==> config.mk <==
export PLATFORM = sky130hd
export DESIGN_NAME = load_store_unit_flat
export DESIGN_NICKNAME = d
export VERILOG_FILES = /design/src/rtl/load_store_unit_if.sv /design/src/rtl/load_store_unit.sv /design/src/flat_wrapper.sv
export SDC_FILE = /design/constraint.sdc
export NUM_CORES = 1
export LEC_CHECK = 0
export CAP_MARGIN = 25
export CELL_PAD_IN_SITES_DETAIL_PLACEMENT = 1
export CELL_PAD_IN_SITES_GLOBAL_PLACEMENT = 2
export CORE_MARGIN = 2
export CORE_UTILIZATION = 27
export DETAILED_ROUTE_END_ITERATION = 10
export GPL_ROUTABILITY_DRIVEN = 0
export GPL_TIMING_DRIVEN = 0
export PLACE_DENSITY_LB_ADDON = 0.3
export SETUP_SLACK_MARGIN = 0.3
export SLEW_MARGIN = 20
export SYNTH_ARGS = -nofsm -noshare
export SYNTH_HDL_FRONTEND = slang
export SYNTH_SLANG_ARGS = --single-unit
==> constraint.sdc <==
create_clock -name clk_i -period 2.6 [get_ports clk_i]
set_input_delay 0.78 -clock clk_i [delete_from_list [all_inputs] [get_ports clk_i]]
set_output_delay 0.78 -clock clk_i [all_outputs]
set_load 0.1 [all_outputs]
==> src/rtl/load_store_unit_if.sv <==
// Request/response and data-memory signals of the load/store unit.
// master: memory-stage requester plus memory model; slave: the load_store_unit.
interface load_store_unit_if #(
    parameter int ADDR_WIDTH = 64,
    parameter int DATA_WIDTH = 64
);
    logic                  reqValid;
    logic                  reqReady;
    logic                  reqWrite;
    logic [1:0]            reqSize;
    logic                  reqSigned;
    logic [ADDR_WIDTH-1:0] reqAddress;
    logic [DATA_WIDTH-1:0] reqData;
    logic                  respValid;
    logic                  respError;
    logic [DATA_WIDTH-1:0] respData;
    logic [ADDR_WIDTH-1:0] memAddress;
    logic [DATA_WIDTH-1:0] memWriteData;
    logic                  memRead;
    logic                  memWrite;
    logic [DATA_WIDTH-1:0] memReadData;
    logic                  memAck;

    modport master (
        output reqValid, reqWrite, reqSize, reqSigned, reqAddress, reqData,
        output memReadData, memAck,
        input  reqReady, respValid, respError, respData,
        input  memAddress, memWriteData, memRead, memWrite
    );

    modport slave (
        input  reqValid, reqWrite, reqSize, reqSigned, reqAddress, reqData,
        input  memReadData, memAck,
        output reqReady, respValid, respError, respData,
        output memAddress, memWriteData, memRead, memWrite
    );
endinterface

==> src/rtl/load_store_unit.sv <==
// Data-memory initiator: one load/store at a time, little-endian lane extract and sign/zero extend.
// Build option LSU_SUBWORD_STORE_EN: sub-doubleword stores via read-modify-write; otherwise they return an error.
module load_store_unit #(
    parameter int ADDR_WIDTH = 64,
    parameter int DATA_WIDTH = 64
) (
    input  logic             clk_i,
    input  logic             reset_n_i,
    load_store_unit_if.slave bus
);

`ifdef LSU_SUBWORD_STORE_EN
    typedef enum logic [2:0] {IDLE, ACCESS, RMW_READ, RMW_WRITE, RESP} state_t;
`else
    typedef enum logic [2:0] {IDLE, ACCESS, RESP} state_t;
`endif

    typedef struct packed {
        logic                  write;
        logic [1:0]            size;
        logic                  sgn;
        logic [2:0]            offset;
`ifdef LSU_SUBWORD_STORE_EN
        logic [DATA_WIDTH-1:0] data;
`endif
    } req_t;

    state_t                state_q;
    req_t                  req_q;
    logic                  reqReady_q;
    logic                  respValid_q;
    logic                  respError_q;
    logic [DATA_WIDTH-1:0] respData_q;
    logic                  memRead_q;
    logic                  memWrite_q;
    logic [ADDR_WIDTH-1:0] memAddress_q;
    logic [DATA_WIDTH-1:0] memWriteData_q;

    logic misalign;
    logic unsupported;
    logic req_err;
    req_t req_d;

    function automatic logic [DATA_WIDTH-1:0] load_lane(input logic [DATA_WIDTH-1:0] word,
                                                        input req_t r);
        logic [DATA_WIDTH-1:0] sh;
        sh = word >> {r.offset, 3'b000};
        case (r.size)
            2'b00:   load_lane = r.sgn ? {{(DATA_WIDTH-8){sh[7]}}, sh[7:0]}   : DATA_WIDTH'(sh[7:0]);
            2'b01:   load_lane = r.sgn ? {{(DATA_WIDTH-16){sh[15]}}, sh[15:0]} : DATA_WIDTH'(sh[15:0]);
            2'b10:   load_lane = r.sgn ? {{(DATA_WIDTH-32){sh[31]}}, sh[31:0]} : DATA_WIDTH'(sh[31:0]);
            default: load_lane = sh;
        endcase
    endfunction

`ifdef LSU_SUBWORD_STORE_EN
    function automatic logic [DATA_WIDTH-1:0] merge_lane(input logic [DATA_WIDTH-1:0] word,
                                                         input req_t r);
        logic [DATA_WIDTH-1:0] m;
        case (r.size)
            2'b00:   m = DATA_WIDTH'(8'hFF);
            2'b01:   m = DATA_WIDTH'(16'hFFFF);
            2'b10:   m = DATA_WIDTH'(32'hFFFF_FFFF);
            default: m = '1;
        endcase
        merge_lane = (word & ~(m << {r.offset, 3'b000})) | ((r.data & m) << {r.offset, 3'b000});
    endfunction

    assign unsupported = 1'b0;
`else
    // Without the RMW path only full-doubleword stores can be written.
    assign unsupported = bus.reqWrite && (bus.reqSize != 2'b11);
`endif

    always_comb begin
        misalign = 1'b0;
        case (bus.reqSize)
            2'b01:   misalign = bus.reqAddress[0];
            2'b10:   misalign = |bus.reqAddress[1:0];
            2'b11:   misalign = |bus.reqAddress[2:0];
            default: misalign = 1'b0;
        endcase
    end

    assign req_err = misalign | unsupported;

    always_comb begin
        req_d        = '0;
        req_d.write  = bus.reqWrite;
        req_d.size   = bus.reqSize;
        req_d.sgn    = bus.reqSigned;
        req_d.offset = bus.reqAddress[2:0];
`ifdef LSU_SUBWORD_STORE_EN
        req_d.data   = bus.reqData;
`endif
    end

    always_ff @(posedge clk_i or negedge reset_n_i) begin
        if (!reset_n_i) begin
            state_q        <= IDLE;
            req_q          <= '0;
            reqReady_q     <= 1'b0;
            respValid_q    <= 1'b0;
            respError_q    <= 1'b0;
            respData_q     <= '0;
            memRead_q      <= 1'b0;
            memWrite_q     <= 1'b0;
            memAddress_q   <= '0;
            memWriteData_q <= '0;
        end else begin
            case (state_q)
                IDLE: begin
                    if (!reqReady_q) begin
                        reqReady_q <= 1'b1;
                    end else if (bus.reqValid) begin
                        reqReady_q   <= 1'b0;
                        req_q        <= req_d;
                        memAddress_q <= {bus.reqAddress[ADDR_WIDTH-1:3], 3'b000};
                        if (req_err) begin
                            state_q     <= RESP;
                            respValid_q <= 1'b1;
                            respError_q <= 1'b1;
                            respData_q  <= '0;
                        end else if (!bus.reqWrite || bus.reqSize == 2'b11) begin
                            state_q    <= ACCESS;
                            memRead_q  <= !bus.reqWrite;
                            memWrite_q <= bus.reqWrite;
                            if (bus.reqWrite) memWriteData_q <= bus.reqData;
                        end
`ifdef LSU_SUBWORD_STORE_EN
                        else begin
                            state_q   <= RMW_READ;
                            memRead_q <= 1'b1;
                        end
`endif
                    end
                end
                ACCESS: begin
                    if (bus.memAck) begin
                        state_q     <= RESP;
                        memRead_q   <= 1'b0;
                        memWrite_q  <= 1'b0;
                        respValid_q <= 1'b1;
                        respError_q <= 1'b0;
                        respData_q  <= req_q.write ? '0 : load_lane(bus.memReadData, req_q);
                    end
                end
`ifdef LSU_SUBWORD_STORE_EN
                RMW_READ: begin
                    if (bus.memAck) begin
                        state_q        <= RMW_WRITE;
                        memRead_q      <= 1'b0;
                        memWrite_q     <= 1'b1;
                        memWriteData_q <= merge_lane(bus.memReadData, req_q);
                    end
                end
                RMW_WRITE: begin
                    if (bus.memAck) begin
                        state_q     <= RESP;
                        memWrite_q  <= 1'b0;
                        respValid_q <= 1'b1;
                        respError_q <= 1'b0;
                        respData_q  <= '0;
                    end
                end
`endif
                RESP: begin
                    state_q     <= IDLE;
                    respValid_q <= 1'b0;
                    respError_q <= 1'b0;
                    respData_q  <= '0;
                    reqReady_q  <= 1'b1;
                end
                default: state_q <= IDLE;
            endcase
        end
    end

    assign bus.reqReady     = reqReady_q;
    assign bus.respValid    = respValid_q;
    assign bus.respError    = respError_q;
    assign bus.respData     = respData_q;
    assign bus.memRead      = memRead_q;
    assign bus.memWrite     = memWrite_q;
    assign bus.memAddress   = memAddress_q;
    assign bus.memWriteData = memWriteData_q;

endmodule

==> src/flat_wrapper.sv <==
// flat-port wrapper written by rule: the top's interface ports become plain ports
module load_store_unit_flat 
#(
    parameter int ADDR_WIDTH = 64,
    parameter int DATA_WIDTH = 64
)
  (clk_i, reset_n_i, bus_reqValid, bus_reqWrite, bus_reqSize, bus_reqSigned, bus_reqAddress, bus_reqData, bus_memReadData, bus_memAck, bus_reqReady, bus_respValid, bus_respError, bus_respData, bus_memAddress, bus_memWriteData, bus_memRead, bus_memWrite);
  load_store_unit_if #(.ADDR_WIDTH(ADDR_WIDTH), .DATA_WIDTH(DATA_WIDTH)) bus_i ();
  input  logic clk_i;
  input  logic reset_n_i;
  input wire logic [$bits(bus_i.reqValid)-1:0] bus_reqValid;
  input wire logic [$bits(bus_i.reqWrite)-1:0] bus_reqWrite;
  input wire logic [$bits(bus_i.reqSize)-1:0] bus_reqSize;
  input wire logic [$bits(bus_i.reqSigned)-1:0] bus_reqSigned;
  input wire logic [$bits(bus_i.reqAddress)-1:0] bus_reqAddress;
  input wire logic [$bits(bus_i.reqData)-1:0] bus_reqData;
  input wire logic [$bits(bus_i.memReadData)-1:0] bus_memReadData;
  input wire logic [$bits(bus_i.memAck)-1:0] bus_memAck;
  output wire logic [$bits(bus_i.reqReady)-1:0] bus_reqReady;
  output wire logic [$bits(bus_i.respValid)-1:0] bus_respValid;
  output wire logic [$bits(bus_i.respError)-1:0] bus_respError;
  output wire logic [$bits(bus_i.respData)-1:0] bus_respData;
  output wire logic [$bits(bus_i.memAddress)-1:0] bus_memAddress;
  output wire logic [$bits(bus_i.memWriteData)-1:0] bus_memWriteData;
  output wire logic [$bits(bus_i.memRead)-1:0] bus_memRead;
  output wire logic [$bits(bus_i.memWrite)-1:0] bus_memWrite;
  assign bus_i.reqValid = bus_reqValid;
  assign bus_i.reqWrite = bus_reqWrite;
  assign bus_i.reqSize = bus_reqSize;
  assign bus_i.reqSigned = bus_reqSigned;
  assign bus_i.reqAddress = bus_reqAddress;
  assign bus_i.reqData = bus_reqData;
  assign bus_i.memReadData = bus_memReadData;
  assign bus_i.memAck = bus_memAck;
  assign bus_reqReady = bus_i.reqReady;
  assign bus_respValid = bus_i.respValid;
  assign bus_respError = bus_i.respError;
  assign bus_respData = bus_i.respData;
  assign bus_memAddress = bus_i.memAddress;
  assign bus_memWriteData = bus_i.memWriteData;
  assign bus_memRead = bus_i.memRead;
  assign bus_memWrite = bus_i.memWrite;
  load_store_unit #(.ADDR_WIDTH(ADDR_WIDTH), .DATA_WIDTH(DATA_WIDTH)) u_core (.clk_i(clk_i), .reset_n_i(reset_n_i), .bus(bus_i));
endmodule
Word level (Yosys, flattened, before mapping)
Index checks and enable logic that the tools add are counted.

Bitwise logic cells: 2. Multiplexer cells: 37. Reduce and logical (&&, ||, !) cells: 15. Shift-type cells: 1. Equality and inequality tests: 15.

Operators by type and width (count): $mux 64 (8); $pmux 64 s3 (2); $shr 64x6->64 (1); $mux 1 (15); $mux 3 (5); $reduce_and 6->1 (2); $pmux 1 s3 (3); $ne 2x2->1 const B (4); $eq 2x2->1 const B (3); $ne 2x1->1 const B (3); $pmux 1 s2 (3); $pmux 3 s2 (1); $reduce_and 5->1 (1); $eq 2x1->1 const B (2); $reduce_and 4->1 (1); $reduce_bool 2->1 (2); $eq 3x1->1 const B (1); $eq 3x2->1 const B (1); $logic_not 3->1 (1); $ne 3x1->1 const B (1); $reduce_and 3->1 (1); $reduce_bool 3->1 (1); $reduce_or 3->1 (1); $logic_not 2->1 (1); other kinds (6) (6).

Bits in registers: 204. Output and inout bits: 197. Word-level logic and storage cells: 83. Input bits: 200.

Logic depth before layout (Yosys ltp)
Depth after elaboration: 7. Gate-level depth with buffers: 10.

Least setup slack after synthesis
No wires, ideal clock.

Kind: reg2reg. Start point: register u_core.reqReady_q, in the netlist u_core.bus.reqReady. End point: register u_core.respData_q[27], in the netlist u_core.bus.respData[27]. Cell stages (with the launch flop): 7. Path slack: 0.030 ns. Arrival: 2.443 ns. Buffers on the path: 2. Period minus slack after synthesis: 2.570 ns. Data required time: 2.474 ns. Path through: dfrtp_1 > a21bo_4 > o21ai_2 > or4b_1 > buf_2 > clkbuf_1 > a221o_1.

Longest elaborated chain between the ends: 2.

RTL lines: start, declared (RTL line load_store_unit.sv:30) `logic reqReady_q;`; start signal, assigned (RTL line load_store_unit.sv:102) `reqReady_q <= 1'b0;`; start signal, assigned (RTL line load_store_unit.sv:114) `reqReady_q <= 1'b1;`; start signal, assigned (RTL line load_store_unit.sv:116) `reqReady_q <= 1'b0;`; $ne 2x1->1 (no line); $reduce_and 5->1 (no line); end signal, assigned (RTL line load_store_unit.sv:145) `respData_q <= req_q.write ? '0 : load_lane(bus.memReadData, req_q);`; end, declared (RTL line load_store_unit.sv:33) `logic [DATA_WIDTH-1:0] respData_q;`.

Every way passes these cells. A chain may end at the register's enable or synchronous reset.

Worst setup path after layout
Start point: register u_core.state_q[0]. End point: register u_core.respData_q[34], in the netlist u_core.bus.respData[34].

Longest elaborated chain between the ends: 3. Elaborated cells between the ends (all ways): 10. Those cells by class: eq/ne: 6; mux: 1; reduce/logical: 3.

RTL lines: start, declared (RTL line load_store_unit.sv:28) `state_t state_q;`; start signal, assigned (RTL line load_store_unit.sv:100) `state_q <= IDLE;`; start signal, assigned (RTL line load_store_unit.sv:120) `state_q <= RESP;`; start signal, assigned (RTL line load_store_unit.sv:125) `state_q <= ACCESS;`; $eq 3x1->1, or another cell as far along (RTL line load_store_unit.sv:111) `case (state_q)`; $ne 2x2->1 (no line), or another cell as far along; $reduce_and 5->1 (no line).

Several ways; a longest one is shown, not always the timed one.

==> impl_metrics.py <==
metrics = {
    "sta": {
        "rsz0062_at_grt": "yes",
        "fin_crit_ns": 2.289,
        "tightest_slew_ns": 0.7270,
        "hold_violations": 0,
        "layout_setup_ws_ns": 0.3114,
        "post-route-period-util": 0.8802,
        "drv_slew": 0,
        "setup_viol": 0,
        "setup_tns_ns": 0,
        "fin_skew_ns": 0.01701,
        "clock.fmax_mhz": 436.9,
        "slew_headroom": 0.5154,
    },
    "logic_synthesis": {
        "syn_inst": 775,
        "syn_area_um2": 9851,
        "avgSynthCellArea_um2": 12.71,
        "synth_most_common_cell": "dfrtp_1",
        "synth_edf_count": 0,
        "synth_top_family_by_area": "multiplexers",
        "synth.top_cells.by_count": "dfrtp_1, mux2_2, mux2i_1",
        "synth_seq_area_share": 0.5157,
        "synth.area.top_cells": "dfrtp_1, mux2_2, mux2i_1, a22o_1, o21ai_0",
        "synthXorXnorAreaFrac": 0,
        "synth_fa_ha_area_frac": 0.005081,
        "synth_largest_area_cell": "dfrtp_1",
        "synth.mux.area_fraction": 0.2655,
        "synth.distinct_cells": 54,
        "ys.flop_type": "dfrtp_1",
        "synth-seq-cells": 203,
        "synth-simple-area-share": 0.05398,
        "synth_compound_area_frac": 0.1160,
        "synth_top_area_frac": 0.5157,
        "async_flop_share": 1.000,
        "yosys_warnings": 0,
    },
    "floorplanning": {
        "core_um2": 35740,
        "die-area_um2": 38030,
        "start_util": 0.2756,
        "row_count": 69,
        "die_h_um": 195.0,
        "fp.dieW_um": 195.0,
        "io_pins": 397,
    },
    "worst_hold_path": {
        "hold_class": "input port to async pin",
    },
    "power": {
        "p_clk_frac": 0.175,
        "powerDensity_nw_per_um2": 1299,
        "p_leak_nw": 7.022,
        "sw_frac_of_total": 0.5246,
        "p_comb_frac": 0.611,
        "seq_power_share": 0.215,
        "p_int_w": 0.009865,
        "irDropWorstVdd_uv": 1214,
        "p_sw_w": 0.01088,
    },
    "drt": {
        "vias_per_cell": 4.858,
        "wl_per_cell_um": 23.94,
        "first_pass_iters": 4,
        "routed_wl_mm": 40.84,
        "ant_nets": 0,
        "drc": 0,
        "vias": 8287,
        "drtIter0Drc": 343,
    },
    "worst_setup_path": {
        "rr_endpoint": "u_core.bus.respData[34]",
        "cp.required_ns": 3.06,
        "endpoint_kind": "register",
        "startpoint": "u_core.state_q[0]",
        "r2r-start": "u_core.state_q[0]",
        "cp.arrival_ns": 2.75,
        "cp-start-kind": "register",
        "criticalPathCategory": "register to register",
        "reg2reg_depth": 10,
        "r2r_setup_slack_ns": 0.31,
        "cp_max_fo": 7,
    },
    "cts": {
        "cts_buffers": 25,
        "clock-sinks": 203,
        "cts_tree": "yes",
        "cts_hold_buf": 0,
        "insertion_delay_ns": 0.54,
        "h-tree-depth": 1,
        "clockBufferDepth": 3,
        "cts.clk_slew.worst_paths_ns": 0.06,
        "root_buffer": "clkbuf_16",
    },
    "global_route": {
        "globalRouteTotalUtil": 0.2105,
        "grt_pass1_wl_mm": 60.39,
        "grt_pass1_vias": 8876,
        "grt-ovfl-total": 0,
        "grt_max_degree": 87,
        "antenna_found_initial": 7,
    },
    "placement": {
        "pre_cts_ws_ns": -0.6400,
        "place_area_um2": 14480,
        "port_buffers": 393,
        "dp_hpwl_mm": 31.68,
    },
    "outcome": {
        "status": "complete, no violations",
    },
    "final_layout": {
        "final_util": 0.4468,
        "syn2layout_area_growth_pct": 62.11,
        "nFillCells": 3782,
        "final_nets": 1428,
        "drive_gt1_frac": 0.4187,
        "final_area_um2": 15970,
    },
    "flow_run": {
        "maxCapViolations": 0,
    },
}
metrics by stage:
stage / std cells / total power, W / hold WS [ns]
CTS: 1692 / 0.02065 / 0.2789
global route: 1704 / 0.02162 / 0.2945
detailed placement: 1634 / 0.01690 / 0.4828
floorplan: 777 / 0.01327 / 0.4844
finish: 1706 / 0.02075 / 0.2378
global placement: 1631 / 0.01675 / 0.4688
metal layers:
| layer | wire [µm] | track usage |
|---|---|---|
| met1 | 16650 | 0.2617 |
| met2 | 20700 | 0.3724 |
| met3 | 2309 | 0.04197 |
| met4 | 1179 | 0.05513 |
| met5 | 0 | 0 |
sequential cells by signal, indices dropped and copies added (netlist names), 2 cells and up:
| signal | flops |
|---|---|
| u_core.bus.memAddress | 61 |
| u_core.bus.respData | 64 |
| u_core.bus.memWriteData | 64 |
| u_core.state_q | 2 |
| u_core.req_q | 7 |
layout make-up:
cell class                 instances  area, µm²  area share
antenna                            3      7.507   0.0004701
sequential                       203       5081      0.3182
timing repair buffer             420       4394      0.2752
buffer                            61      520.5     0.03259
clock buffer                      36      757.0     0.04740
multi-input combinational        500       4474      0.2802
inverter                          13      55.05    0.003447
clock inverter                     9      102.6    0.006425
tap                              461      576.8     0.03612
kinds of logic (layout without fill, tap and decap cells):
logic type,count (synthesis),count (layout)
AND/OR/NAND/NOR,104,104
AO/OA/AOI/OAI,159,159
adder cells (fa/ha/maj),4,4
multiplexers,230,230
buffers and inverters,74,539
flip-flops,203,203
other,1,6
worst max path at each step:
stage	endpoint	slack, ns	depth (start not counted)
after detailed placement	u_core.bus.memWriteData[47]	-0.64	7
after global placement	u_core.bus.reqReady	-9.18	1
after global routing	u_core.bus.respData[34]	0.25	10
after floorplan	u_core.bus.respData[27]	0.33	6
final	u_core.bus.respData[34]	0.31	10
after CTS	bus_respData[19]	0.27	1
placed cells by master, fill, tap and decap left out, drive strengths merged, types with 11 or more instances in the layout:
cell           count
mux2i             61
dfrtp            203
mux2             161
clkbuf            63
nand2b            11
o21ai             59
a22o              43
clkdlybuf4s18     16
clkdlybuf4s15    165
inv               13
nor2              18
dlygate4sd2       13
buf               75
a21oi             14
clkdlybuf4s50    183
a221o             13
nand2             42
o22ai             13
worst max-delay path, stage by stage, from the launching register on:
cell and delay [ns]:
dfrtp_1 0.40, buf_4 0.15, ha_4 0.18, inv_4 0.09, o21ai_4 0.09, or4b_4 0.54, buf_12 0.15, a31oi_4 0.16
buf_12 0.17, clkbuf_16 0.16, a22o_1 0.12
repair_timing:
action                                  4_1_cts  5_1_grt
resized for setup                           661       66
pin swaps                                     4        7
gates cloned                                  3        2
endpoints found under the setup margin      334      148
setup buffers                                10        9
power by group through the flow:
stage          Sequential [W]  Combinational [W]  Clock, W
6_report              0.00445             0.0127   0.00362
4_1_cts               0.00445             0.0125   0.00372
3_5_place_dp          0.00450             0.0124         0
3_3_place_gp          0.00447             0.0123         0
5_1_grt               0.00457             0.0132   0.00384
2_1_floorplan         0.00960            0.00367         0
Power figures use the tool's default switching activity.
==> RTL edit (same settings) <==
`DATA_WIDTH` is set to 64 in 3 places; all go to 128.
--- a/src/rtl/load_store_unit_if.sv
+++ b/src/rtl/load_store_unit_if.sv
@@ -3,5 +3,5 @@
 interface load_store_unit_if #(
     parameter int ADDR_WIDTH = 64,
-    parameter int DATA_WIDTH = 64
+    parameter int DATA_WIDTH = 128
 );
     logic                  reqValid;
--- a/src/rtl/load_store_unit.sv
+++ b/src/rtl/load_store_unit.sv
@@ -3,5 +3,5 @@
 module load_store_unit #(
     parameter int ADDR_WIDTH = 64,
-    parameter int DATA_WIDTH = 64
+    parameter int DATA_WIDTH = 128
 ) (
     input  logic             clk_i,
--- a/src/flat_wrapper.sv
+++ b/src/flat_wrapper.sv
@@ -3,5 +3,5 @@
 #(
     parameter int ADDR_WIDTH = 64,
-    parameter int DATA_WIDTH = 64
+    parameter int DATA_WIDTH = 128
 )
   (clk_i, reset_n_i, bus_reqValid, bus_reqWrite, bus_reqSize, bus_reqSigned, bus_reqAddress, bus_reqData, bus_memReadData, bus_memAck, bus_reqReady, bus_respValid, bus_respError, bus_respData, bus_memAddress, bus_memWriteData, bus_memRead, bus_memWrite);
Interface: changed (resized bus_memReadData, bus_memWriteData, bus_reqData and bus_respData); port bits go from 397 to 653. The function was not compared with the original's and may differ.
==> RTL edit against the unedited design <==
The run now ends with negative setup slack left. Synthesized cell count grew 80%. Worst setup slack lost 0.32 ns. Sequential power is 60% higher. Power increased by 77%. Sequential cell count increased by 128. Combinational power is 89% higher. Synthesized area grew 67%. Cell count up 75%. Routed wire length up 110%. Final area grew 68%.
==> RTL edit: results (changes against the unedited design) <==
[clock_network]
htreeDepth=2  ; +1
clkLatencyLatePin_ns=0.56  ; +0.02 ns
numCtsBuffers=40  ; +60%
root_buffer=clkbuf_16
cts_resized=927  ; +40%
clockBufferDepth=3  ; unchanged
clkTransAtPathRegs_ns=0.06  ; about the same
cts_setup_buffers=21  ; +11

[cells_and_area]
drive_gt1_share_pct=43.9  ; +2.1 points
fin_cells=2978  ; +75%
nets=2498  ; +75%

[power_and_ir_drop]
power.leakage_nw=12.6  ; +80%
p_int_mw=16.5  ; +67%
p_clk_mw=5.64  ; +56%
p_comb_share_pct=65.3  ; +4.2 points
ir_drop_v=0.000484  ; -60%

[outcome]
status=complete, but fails checks
violations=negative setup slack

[place]
post-place-cells=2857  ; +75%
port_buffers=649  ; +65%
dp_hpwl_mm=69.9  ; +120%
placedInstanceArea_um2=24900  ; +72%

[setup_path]
crit_path_max_fanout=6  ; -1
critPathTopFamily=multiplexers
reg2reg_slack_ns=0.03  ; -0.28 ns
arrival_ns=3.06  ; +0.31 ns
crit_path_max_incr_delay_ns=0.52  ; -0.02 ns
rr_startpoint=u_core.req_q[0]
r2r-end=u_core.bus.respData[61]
reg2regPathDepth=9  ; -1
slowest_stage=mux4_2

[synth]
synth_compound_area_share_pct=13.9  ; +2.3 points
synthAdderAreaFrac_pct=0.304  ; -0.20 points
avgSynthCellArea_um2=11.8  ; -7.0%
yosysWarnings=0  ; unchanged
synthTopCellsByArea=dfrtp_1 (50%), mux2_2 (15%), mux4_2 (5.3%), mux2i_1 (4.8%), nand2_1 (3.8%)
synth_cell_types=50  ; -7.4%
synth_ff_type=dfrtp_1
yosys-top-cells-count=dfrtp_1 (331), mux2_2 (226), nand2_1 (169)
muxShareOfSynthArea_pct=25.8  ; -0.75 points
synth-xor-area-share_pct=0  ; unchanged
synthArstFlopShare_pct=100  ; unchanged
yosysSeqAreaShare_pct=50.3  ; -1.3 points

[timing]
maxSlewHeadroom_pct=16.4  ; -35 points
layout_setup_ws_ns=-0.0115  ; -0.323 ns
skew_ns=0.0192  ; +0.00216 ns
setup_viol=5  ; +5

[grt]
antenna_found_initial=7  ; unchanged
grt_pass1_wl_mm=122  ; +100%
grt_max_degree=96  ; +10%
grtUsageTotal_pct=26.6  ; +5.6 points
grt_pass1_vias=16725  ; +88%

[drt]
drt_iter0_markers=1049  ; +210%
wl_per_cell_um=29.2  ; +22%
drt_pass1_iterations=5  ; +1
route.vias.total=15604  ; +88%

[hold_path]
hp-class=in2async

[RTL edit: changes by cell type after synthesis, sizes merged, moves of 31 or more]
cell    change
a211oi     +39
clkbuf     +61
dfrtp     +128
mux2       +68
mux4       +31
nand2     +127
o21ai      +49
[RTL edit: layout make-up]
class,count,area [um^2]
Fill cell,6469,33600
Multi-Input combinational cell,935,8590
Sequential cell,331,8280
Timing Repair Buffer,727,6510
Clock buffer,57,1130
Buffer,124,1070
Tap cell,782,978
Clock inverter,13,161
Inverter,7,30.0
Antenna cell,2,5.00
[RTL edit: metal layers]
metal  vias up  wire length (um)  track usage [%]
met5         -                 0                0
met4         0              3320             9.18
met3       180              5950             5.23
met2       720             44900             48.6
met1      8009             32800             31.0
li1       6695                 -                -
[RTL edit: through the flow]
stage | setup TNS (ns) | setup slack, ns | hold WS [ns] | power [mW]
2_1_floorplan | -0.744 | -0.0248 | 0.461 | 22.0
3_3_place_gp | -4795.59 | -15.27 | 0.472 | 28.7
3_5_place_dp | -191.34 | -1.21 | 0.474 | 29.4
4_1_cts | 0 | 0.00917 | 0.161 | 35.7
5_1_grt | -0.0511 | -0.0164 | 0.156 | 37.9
6_report | -0.0394 | -0.0115 | 0.145 | 36.7
[RTL edit: worst max path at each step]
stage	start	end	slack [ns]	cells after the start
6_report	bus_memReadData[55]	u_core.bus.respData[61]	-0.01	9
2_1_floorplan	bus_memReadData[39]	u_core.bus.respData[100]	-0.02	7
3_5_place_dp	bus_memReadData[55]	u_core.bus.respData[109]	-1.21	8
5_1_grt	u_core.req_q[0]	u_core.bus.respData[84]	-0.02	9
3_3_place_gp	reset_n_i	u_core.bus.reqReady	-15.27	1
4_1_cts	u_core.bus.respData[102]	bus_respData[102]	0.009	1
